==> src/rtl/alu_share_pkg.sv <==
// rtl/alu_share_pkg.sv - opcodes and FSM encoding shared by the ALU arbiter slice
package alu_share_pkg;

  localparam logic [2:0] OP_AND = 3'b000;
  localparam logic [2:0] OP_OR  = 3'b001;
  localparam logic [2:0] OP_ADD = 3'b010;
  localparam logic [2:0] OP_SUB = 3'b110;
  localparam logic [2:0] OP_SLT = 3'b111;

  typedef enum logic [1:0] {
    S_IDLE = 2'd0,
    S_EXEC = 2'd1,
    S_RESP = 2'd2
  } state_t;

endpackage

==> src/rtl/alu_share_arbiter_if.sv <==
// rtl/alu_share_arbiter_if.sv - requester and response bundle of the ALU arbiter
interface alu_share_arbiter_if #(
  parameter int N  = 4,
  parameter int W  = 32,
  parameter int IW = 2
);
  logic [N-1:0]   req_valid;
  logic [N-1:0]   req_ready;
  logic [N*W-1:0] req_a;
  logic [N*W-1:0] req_b;
  logic [N*3-1:0] req_op;
  logic           rsp_valid;
  logic           rsp_ready;
  logic [IW-1:0]  rsp_id;
  logic [W-1:0]   rsp_z;
  logic           rsp_ex;

  modport master (
    output req_valid, req_a, req_b, req_op, rsp_ready,
    input  req_ready, rsp_valid, rsp_id, rsp_z, rsp_ex
  );

  modport slave (
    input  req_valid, req_a, req_b, req_op, rsp_ready,
    output req_ready, rsp_valid, rsp_id, rsp_z, rsp_ex
  );
endinterface

==> src/rtl/alu_share_arbiter_rr.sv <==
// rtl/alu_share_arbiter_rr.sv - round-robin pick: first request at or above the pointer, wrapping
module rr_arbiter #(
  parameter int N  = 4,
  parameter int IW = 2
) (
  input  logic [N-1:0]  req_i,
  input  logic [IW-1:0] ptr_i,
  output logic [N-1:0]  grant_o,
  output logic [IW-1:0] id_o,
  output logic          any_o
);
  logic [IW-1:0] idx;

  always_comb begin
    grant_o = '0;
    id_o    = '0;
    any_o   = 1'b0;
    idx     = '0;
    for (int k = 0; k < N; k++) begin
      idx = IW'((int'(ptr_i) + k) % N);
      if (!any_o && req_i[idx]) begin
        grant_o[idx] = 1'b1;
        id_o         = idx;
        any_o        = 1'b1;
      end
    end
  end
endmodule

==> src/rtl/alu_share_arbiter.sv <==
// rtl/alu_share_arbiter.sv - shares one ALU among N requesters, one op at a time
module alu_share_arbiter
  import alu_share_pkg::*;
#(
  parameter int N  = 4,
  parameter int W  = 32,
  parameter int IW = 2
) (
  input  logic                clk,
  input  logic                rst,
  alu_share_arbiter_if.slave  bus,
  output logic [W-1:0]        alu_a_o,
  output logic [W-1:0]        alu_b_o,
  output logic [2:0]          alu_op_o,
  input  logic [W-1:0]        alu_z_i,
  input  logic                alu_ex_i
);
  state_t        state_q, state_d;
  logic [IW-1:0] ptr_q, ptr_d, id_q, id_d;
  logic [W-1:0]  a_q, a_d, b_q, b_d, z_q, z_d;
  logic [2:0]    op_q, op_d;
  logic          ex_q, ex_d, rv_q, rv_d;

  logic [N-1:0]  arb_grant;
  logic [IW-1:0] arb_id;
  logic          arb_any;

  rr_arbiter #(.N(N), .IW(IW)) u_rr (
    .req_i   (bus.req_valid),
    .ptr_i   (ptr_q),
    .grant_o (arb_grant),
    .id_o    (arb_id),
    .any_o   (arb_any)
  );

  always_ff @(posedge clk or posedge rst) begin
    if (rst) state_q <= S_IDLE;
    else     state_q <= state_d;
  end

  always_comb begin
    state_d = state_q;
    case (state_q)
      S_IDLE:  if (arb_any) state_d = S_EXEC;
      S_EXEC:  state_d = S_RESP;
      S_RESP:  if (bus.rsp_ready) state_d = S_IDLE;
      default: state_d = S_IDLE;
    endcase
  end

  always_comb begin
    bus.req_ready = (state_q == S_IDLE) ? arb_grant : '0;
  end

  // Operands are latched at grant so the ALU never sees req_* change mid-op.
  always_comb begin
    ptr_d = ptr_q;
    id_d  = id_q;
    a_d   = a_q;
    b_d   = b_q;
    op_d  = op_q;
    z_d   = z_q;
    ex_d  = ex_q;
    rv_d  = rv_q;
    case (state_q)
      S_IDLE: if (arb_any) begin
        a_d   = bus.req_a[arb_id*W +: W];
        b_d   = bus.req_b[arb_id*W +: W];
        op_d  = bus.req_op[arb_id*3 +: 3];
        id_d  = arb_id;
        ptr_d = (int'(arb_id) == N-1) ? '0 : arb_id + 1'b1;
      end
      S_EXEC: begin
        z_d  = alu_z_i;
        ex_d = alu_ex_i;
        rv_d = 1'b1;
      end
      S_RESP: if (bus.rsp_ready) rv_d = 1'b0;
      default: rv_d = 1'b0;
    endcase
  end

  always_ff @(posedge clk or posedge rst) begin
    if (rst) begin
      ptr_q <= '0;
      id_q  <= '0;
      a_q   <= '0;
      b_q   <= '0;
      op_q  <= '0;
      z_q   <= '0;
      ex_q  <= 1'b0;
      rv_q  <= 1'b0;
    end else begin
      ptr_q <= ptr_d;
      id_q  <= id_d;
      a_q   <= a_d;
      b_q   <= b_d;
      op_q  <= op_d;
      z_q   <= z_d;
      ex_q  <= ex_d;
      rv_q  <= rv_d;
    end
  end

  assign alu_a_o       = a_q;
  assign alu_b_o       = b_q;
  assign alu_op_o      = op_q;
  assign bus.rsp_valid = rv_q;
  assign bus.rsp_id    = id_q;
  assign bus.rsp_z     = z_q;
  assign bus.rsp_ex    = ex_q;
endmodule

==> src/flat_wrapper.sv <==
// flat-port wrapper written by rule: the top's interface ports become plain ports
module alu_share_arbiter_flat import alu_share_pkg::*;
#(
  parameter int N  = 4,
  parameter int W  = 32,
  parameter int IW = 2
)
  (clk, rst, alu_a_o, alu_b_o, alu_op_o, alu_z_i, alu_ex_i, bus_req_valid, bus_req_a, bus_req_b, bus_req_op, bus_rsp_ready, bus_req_ready, bus_rsp_valid, bus_rsp_id, bus_rsp_z, bus_rsp_ex);
  alu_share_arbiter_if #(.N(N), .W(W), .IW(IW)) bus_i ();
  input  logic clk;
  input  logic rst;
  output logic [W-1:0] alu_a_o;
  output logic [W-1:0] alu_b_o;
  output logic [2:0] alu_op_o;
  input  logic [W-1:0] alu_z_i;
  input  logic alu_ex_i;
  input wire logic [$bits(bus_i.req_valid)-1:0] bus_req_valid;
  input wire logic [$bits(bus_i.req_a)-1:0] bus_req_a;
  input wire logic [$bits(bus_i.req_b)-1:0] bus_req_b;
  input wire logic [$bits(bus_i.req_op)-1:0] bus_req_op;
  input wire logic [$bits(bus_i.rsp_ready)-1:0] bus_rsp_ready;
  output wire logic [$bits(bus_i.req_ready)-1:0] bus_req_ready;
  output wire logic [$bits(bus_i.rsp_valid)-1:0] bus_rsp_valid;
  output wire logic [$bits(bus_i.rsp_id)-1:0] bus_rsp_id;
  output wire logic [$bits(bus_i.rsp_z)-1:0] bus_rsp_z;
  output wire logic [$bits(bus_i.rsp_ex)-1:0] bus_rsp_ex;
  assign bus_i.req_valid = bus_req_valid;
  assign bus_i.req_a = bus_req_a;
  assign bus_i.req_b = bus_req_b;
  assign bus_i.req_op = bus_req_op;
  assign bus_i.rsp_ready = bus_rsp_ready;
  assign bus_req_ready = bus_i.req_ready;
  assign bus_rsp_valid = bus_i.rsp_valid;
  assign bus_rsp_id = bus_i.rsp_id;
  assign bus_rsp_z = bus_i.rsp_z;
  assign bus_rsp_ex = bus_i.rsp_ex;
  alu_share_arbiter #(.N(N), .W(W), .IW(IW)) u_core (.clk(clk), .rst(rst), .bus(bus_i), .alu_a_o(alu_a_o), .alu_b_o(alu_b_o), .alu_op_o(alu_op_o), .alu_z_i(alu_z_i), .alu_ex_i(alu_ex_i));
endmodule
==> config.mk <==
export PLATFORM = sky130hd
export DESIGN_NAME = alu_share_arbiter_flat
export DESIGN_NICKNAME = d
export VERILOG_FILES = /design/src/rtl/alu_share_pkg.sv /design/src/rtl/alu_share_arbiter_if.sv /design/src/rtl/alu_share_arbiter_rr.sv /design/src/rtl/alu_share_arbiter.sv /design/src/flat_wrapper.sv
export SDC_FILE = /design/constraint.sdc
export NUM_CORES = 1
export LEC_CHECK = 0
export ABC_CLOCK_PERIOD_IN_PS = 7960
export CAP_MARGIN = 20
export CORE_AREA = 4 4 160 162
export CTS_CLUSTER_DIAMETER = 100
export CTS_CLUSTER_SIZE = 25
export DETAILED_ROUTE_END_ITERATION = 12
export DIE_AREA = 0 0 164 166
export HOLD_SLACK_MARGIN = 0.15
export PLACE_DENSITY = 0.75
export SYNTH_ARGS = -nofsm -noshare
export SYNTH_HDL_FRONTEND = slang
export SYNTH_SLANG_ARGS = --single-unit
==> constraint.sdc <==
create_clock -name clk -period 7.96 [get_ports clk]
set_input_delay 2.388 -clock clk [delete_from_list [all_inputs] [get_ports clk]]
set_output_delay 2.388 -clock clk [all_outputs]
set_load 0.01 [all_outputs]
==> flow_summary.yaml, run 1 <==
outcome:
  outcome: "complete, no violations"
critical_path:
  cp_max_fo: 10
  crit_type: "in -> out"
  critical_path.cell_chain: "clkdlybuf4s50_1, or3b_2, a2111o_1, nand3_2, a221oi_1, nor2_1, clkdlybuf4s50_1"
  end_kind: "primary output"
  worst_path_max_delay_cell: "clkdlybuf4s50_1"
  critPathTopFamily: "buffers and inverters"
  critPathRequiredTime_ns: 5.57
  slowest_delay_ns: 0.63
  path_buf_inv: 2
  crit_top_cell: "clkdlybuf4s50_1"
  critPathLaunchType: "primary input"
  critPathArrivalTime_ns: 4.82
  r2r_setup_slack_ns: 3.19
synth:
  ys_ff_latch: 107
  syn_nets: 1229
  synth_edf_count: 0
  synth_cell_types: 48
  synth.avg_cell_area_um2: 9.328
  synth_area_mm2: 0.008517
  yosys_warnings: 0
  syn_inst: 913
  synthArstFlopShare: 1.000
  synth_top_flop_cell: "dfrtp_1"
  synth_seq_area_share: 0.3144
power_and_ir_drop:
  p_leak_nw: 5.068
  irDropWorstVdd_v: 0.0004854
  pwr-share-clk: 0.088
  comb_power_share: 0.734
  seqPwrFrac: 0.178
  intPower_w: 0.002794
  p_sw_w: 0.002832
  powerDensity_mw_per_mm2: 432.9
  switching_share: 0.5034
sta:
  maxSlewViolCount: 0
  hold_violations: 0
  worst_slew_margin_rel: 0.2751
  final.setup.tns_ns: 0
  rsz0062_at_grt: "no"
  tightest_slew_ns: 1.085
  period_share: 0.9052
  setup_slack_ns: 0.7550
  period_needed_ns: 7.205
  fin_skew_ns: 0.01303
  fmax_mhz: 138.8
  hold_ws_ns: 0.5005
  setup_viol: 0
finish:
  fin_util: 0.5391
  area_growth_syn_to_layout_pct: 52.59
  ff_latch_area_mm2: 0.002681
  final.fill_count: 2196
  nNetsFinal: 1542
  drive_above_1_share: 0.08773
  multi_input_area_mm2: 0.005314
routing:
  wl_met2_um: 18940
  drt-wirelength-per-cell_um: 24.85
  drt_iter0_drc: 825
  drc: 0
  drt-total-wl_um: 38670
  wl_met1_um: 14420
  vias: 9911
  final_antenna_net_count: 0
  first_pass_iters: 7
  met3_length_um: 4147
  top_layer: "met4"
  vias_per_cell: 6.370
die:
  core_mm2: 0.02411
  io_pins: 415
  num_rows: 57
  die-width_um: 164
  start_util: 0.3533
  dieArea_mm2: 0.02722
  dieHeight_um: 166
global_routing:
  grt_pass1_wl_um: 57380
  grt_pass1_vias: 9804
  overflow: 0
  antenna_found_initial: 1
  grt_max_degree: 83
  grt_usage: 0.2635
hold_path:
  holdCritPathClass: "reg -> reg"
clocking:
  clock_sinks: 107
  tritoncts: "yes"
  cts-root-buf: "clkbuf_16"
  cts_hold_buf: 0
  worstSkewPairLatency_ns: 0.37
  cts.reportedPaths.clkPinSlew_ns: 0.09
  htreeDepth: 3
  post_cts_buffers: 0
  cts_buffer_depth: 2
  cts_resized: 0
  numCtsBuffers: 9
placement:
  place_ws_ns: 0.7741
  port_buffers: 414
  gp_congestion: 0.8512
  dp_hpwl_um: 25260
job:
  cap_violations: 0
path summary, 6_finish.rpt:
check	cells after the start	to	startpoint
max in group asynchronous	3	u_core.ptr_q[0]	rst
worst max register to register	7	u_core.alu_b_o[25]	u_core.ptr_q[0]
worst min register to register	1	u_core.bus.rsp_valid	u_core.bus.rsp_valid
worst min-delay path	1	u_core.bus.rsp_valid	u_core.bus.rsp_valid
worst max-delay path	7	bus_req_ready[3]	bus_req_valid[2]
min in group asynchronous	2	u_core.bus.rsp_z[10]	rst
layout make-up:
cell class              instances  share of cell area
diodes                          1           0.0001925
inverters                       4            0.001348
repair buffers                430              0.3281
clock buffers                   9             0.01733
clock inverters                 7            0.006643
multi-input cells             674              0.4089
well taps                     324             0.03119
flip-flops and latches        107              0.2063
layout by cell type (no fill, tap or decap), types with 2 or more instances in the layout:
| cell type | netlist | routed |
|---|---|---|
| and3_1 | 67 | 67 |
| a22o_1 | 28 | 28 |
| o21ai_4 | 1 | 2 |
| inv_6 | 0 | 2 |
| inv_2 | 2 | 2 |
| nor3_1 | 40 | 40 |
| a221oi_1 | 121 | 121 |
| a2111oi_2 | 19 | 19 |
| dfrtp_1 | 107 | 106 |
| mux2_2 | 33 | 33 |
| nor2b_1 | 4 | 2 |
| buf_4 | 7 | 16 |
| nand2_1 | 3 | 3 |
| o21ai_0 | 31 | 31 |
| clkbuf_16 | 0 | 9 |
| nor2_1 | 113 | 110 |
| a211oi_1 | 30 | 30 |
| mux2i_1 | 3 | 3 |
| clkinv_8 | 0 | 2 |
| mux4_2 | 4 | 4 |
| o211a_1 | 39 | 39 |
| xnor2_1 | 2 | 2 |
| a221o_1 | 56 | 56 |
| a22oi_1 | 4 | 4 |
| a2111oi_0 | 48 | 48 |
| clkdlybuf4s50_1 | 0 | 414 |
| nor2_4 | 1 | 5 |
| ha_1 | 8 | 8 |
Yosys cell counts (2+ instances only):
| library cell | instances | share of area |
|---|---|---|
| a2111oi_0 | 48 | 0.049 |
| a2111oi_2 | 19 | 0.033 |
| a211oi_1 | 30 | 0.026 |
| a21o_1 | 2 | 0.0018 |
| a221o_1 | 56 | 0.066 |
| a221oi_1 | 121 | 0.12 |
| a22o_1 | 28 | 0.029 |
| a22oi_1 | 4 | 0.0035 |
| and3_1 | 67 | 0.049 |
| buf_1 | 2 | 0.00088 |
| buf_2 | 17 | 0.010 |
| buf_4 | 7 | 0.0062 |
| buf_6 | 8 | 0.011 |
| clkbuf_1 | 93 | 0.041 |
| dfrtp_1 | 107 | 0.31 |
| ha_1 | 8 | 0.012 |
| inv_1 | 2 | 0.00088 |
| inv_2 | 2 | 0.00088 |
| mux2_2 | 33 | 0.044 |
| mux2i_1 | 3 | 0.0035 |
| mux4_2 | 4 | 0.011 |
| nand2_1 | 3 | 0.0013 |
| nor2_1 | 113 | 0.050 |
| nor2b_1 | 4 | 0.0029 |
| nor3_1 | 40 | 0.024 |
| o211a_1 | 39 | 0.046 |
| o21ai_0 | 31 | 0.018 |
| xnor2_1 | 2 | 0.0021 |
flip-flops by register name, indices dropped and copies added, names as in the netlist:
signal and flops:
u_core.bus.rsp_z 32, u_core.bus.rsp_valid 1, u_core.alu_a_o 32, u_core.alu_b_o 32, u_core.bus.rsp_ex 1, u_core.alu_op_o 3, u_core.state_q 2, u_core.ptr_q 2
u_core.bus.rsp_id 2
worst reg2reg max path, cell delays in order, from the launching register on:
cell and delay, ns:
dfrtp_4 0.42, buf_4 0.81, mux4_2 0.64, nor2b_1 0.22, o21ai_4 0.66, nand2_4 0.75, a2111oi_0 1.00, nor3_1 0.14
metal layers:
metal,track usage,vias up
met5,0,-
met4,0.08096,0
met3,0.07893,76
met2,0.4557,610
met1,0.3134,4806
li1,-,4419
through the flow:
step	area [um2]	total power, W	instances
2_1_floorplan	8517	0.003664	913
6_report	13000	0.005626	1556
4_1_cts	12990	0.005616	1555
3_5_place_dp	12680	0.005095	1539
3_3_place_gp	12680	0.005036	1539
5_1_grt	13000	0.005977	1556
power by group through the flow:
stage          clock network, W  registers (W)  logic (W)
4_1_cts                0.000510        0.00100    0.00411
5_1_grt                0.000527        0.00104    0.00441
2_1_floorplan                 0        0.00111    0.00256
6_report               0.000496        0.00100    0.00413
3_3_place_gp                  0        0.00100    0.00404
3_5_place_dp                  0        0.00101    0.00408
logic make-up after synthesis:
| family | Yosys count | share of synthesized area |
|---|---|---|
| DFF | 107 | 0.3144 |
| and+or+nand+nor | 237 | 0.1360 |
| muxes | 40 | 0.05774 |
| xor gates and xnor gates | 2 | 0.002057 |
| adders and majority gates | 8 | 0.01175 |
| AOI/OAI and AO/OA | 387 | 0.4071 |
| buffers and inverters | 132 | 0.07096 |
(Power assumes the default switching activity.)
==> run 2, diff against run 1 <==
Settings changed: CORE_AREA 4 4 160 162 to 5 5 157 159, CTS_CLUSTER_SIZE 25 to 24, DIE_AREA 0 0 164 166 to 0 0 162 164, PLACE_DENSITY 0.75 to 0.78.
==> flow_summary.yaml, run 2 (synthesis results as in run 1) <==
routing:
  drt-total-wl_um: 39290
  vias: 10090
  vias_per_cell: 6.608
  drt_iter0_drc: 813
  first_pass_iters: 6
  final_antenna_net_count: 0
  drc: 0
  drt-wirelength-per-cell_um: 25.73
critical_path:
  critPathRequiredTime_ns: 5.57
  worst_path_max_delay_cell: "clkdlybuf4s50_1"
  end_kind: "primary output"
  rr_endpoint: "u_core.alu_b_o[5]"
  r2r_setup_slack_ns: 3.26
  r2r-start: "u_core.ptr_q[1]"
  rr_worst_depth: 10
  slowest_delay_ns: 0.67
  crit_start: "bus_req_valid[2]"
  cp_max_fo: 10
  critPathLaunchType: "primary input"
  critical_path.cell_chain: "clkdlybuf4s50_1, or3b_2, a2111o_1, nand3_2, a221oi_1, nor2_1, clkdlybuf4s50_1"
  crit_type: "in -> out"
  crit_top_cell: "clkdlybuf4s50_1"
  critPathArrivalTime_ns: 4.87
  critPathCapture: "bus_req_ready[3]"
finish:
  final.fill_count: 2088
  nNetsFinal: 1545
  area_growth_syn_to_layout_pct: 52.48
  layout_common_cells: "clkdlybuf4s50_1, a221oi_1, nor2_1, dfrtp_1, and3_1"
  final_common_cell: "clkdlybuf4s50_1"
  drive_above_1_share: 0.08995
  design_area_mm2: 0.01299
clocking:
  tritoncts: "yes"
  htreeDepth: 3
  cts-root-buf: "clkbuf_16"
  cts_buffer_depth: 2
  cts_hold_buf: 0
  clock_sinks: 107
  worstSkewPairLatency_ns: 0.37
  numCtsBuffers: 9
  cts.reportedPaths.clkPinSlew_ns: 0.09
  cts_resized: 0
  post_cts_buffers: 0
die:
  start_util: 0.3683
  num_rows: 56
  io_pins: 415
  dieArea_mm2: 0.02657
  core_mm2: 0.02312
  dieHeight_um: 164
  die-width_um: 162
placement:
  port_buffers: 414
  dp_hpwl_um: 26310
  place_area_mm2: 0.01266
  place_ws_ns: 0.7194
  gp_congestion: 0.8233
power_and_ir_drop:
  pwr-share-clk: 0.088
  p_leak_nw: 5.083
  seqPwrFrac: 0.179
  comb_power_share: 0.733
  switching_share: 0.5043
  intPower_w: 0.002808
  p_sw_w: 0.002857
  finalPower_w: 0.005666
  powerDensity_mw_per_mm2: 436.3
  irDropWorstVdd_v: 0.0004401
global_routing:
  busiest_layer: "met2"
  grt.met1_usage: 0.3258
  grt_use_met2: 0.4897
  grt_pass1_vias: 10170
  met3_usage: 0.07729
  grt_pass1_wl_um: 58890
  grt_usage: 0.2772
  overflow: 0
  antenna_found_initial: 3
  grt_max_degree: 83
sta:
  period_needed_ns: 7.255
  worst_slew_margin_rel: 0.2806
  maxSlewViolCount: 0
  tightest_slew_ns: 1.079
  rsz0062_at_grt: "no"
  setup_slack_ns: 0.7046
  fmax_mhz: 137.8
  hold_ws_ns: 0.4878
  final.setup.tns_ns: 0
  hold_violations: 0
  fin_skew_ns: 0.01829
  period_share: 0.9115
  setup_viol: 0
hold_path:
  holdCritPathClass: "reg -> reg"
outcome:
  outcome: "complete, no violations"
job:
  cap_violations: 0
run 2: worst min-delay path by stage:
stage                                       to  cells after the start            startpoint  slack (ns)
final                     u_core.bus.rsp_valid                      1  u_core.bus.rsp_valid        0.49
after global routing      u_core.bus.rsp_valid                      1  u_core.bus.rsp_valid        0.52
after CTS                 u_core.bus.rsp_valid                      1  u_core.bus.rsp_valid        0.49
after detailed placement  u_core.bus.rsp_valid                      1  u_core.bus.rsp_valid        0.47
after global placement    u_core.bus.rsp_id[1]                      2  u_core.bus.rsp_id[1]        0.47
after floorplan              u_core.state_q[1]                      1     u_core.state_q[1]        0.48
run 2: worst max-delay path: cells and delay by family:
kind,cells,cell delay (ns)
AOI/OAI and AO/OA,2,0.51
buffers and inverters,2,1.22
and+or+nand+nor,3,0.75
run 2: final cells by class:
cell class / instances / area (um2) / area share
Tap cell: 290 / 362.8 / 0.02794
Clock inverter: 7 / 91.34 / 0.007033
Multi-Input combinational cell: 674 / 5314 / 0.4092
Inverter: 4 / 17.52 / 0.001349
Timing Repair Buffer: 433 / 4287 / 0.3301
Sequential cell: 107 / 2681 / 0.2065
Clock buffer: 9 / 225.2 / 0.01734
Antenna cell: 3 / 7.507 / 0.0005781
run 2: metrics by stage:
step           utilization  std cells
2_1_floorplan            -        913
3_3_place_gp        0.5476       1508
3_5_place_dp        0.5476       1508
4_1_cts             0.5613       1524
5_1_grt             0.5616       1527
6_report            0.5616       1527
run 2: metal layers:
| metal | part of all wire | routed length [um] | up-vias |
|---|---|---|---|
| li1 | - | - | 4429 |
| met1 | 0.37 | 14660 | 4987 |
| met2 | 0.50 | 19730 | 611 |
| met3 | 0.10 | 3999 | 64 |
| met4 | 0.023 | 904 | 0 |
| met5 | 0 | 0 | - |
run 2: power groups by stage:
stage	Clock, W	Sequential (W)	Combinational (W)
final	0.000498	0.00101	0.00416
after global routing	0.000527	0.00105	0.00445
after CTS	0.000508	0.00101	0.00414
after detailed placement	0	0.00102	0.00414
after global placement	0	0.00101	0.00406
after floorplan	0	0.00111	0.00256
==> run 3, diff against run 2 <==
Settings changed: SLEW_MARGIN set to 20.
==> results of run 3 <==
The final DEF is identical to that of run 2; final timing and power are the same.
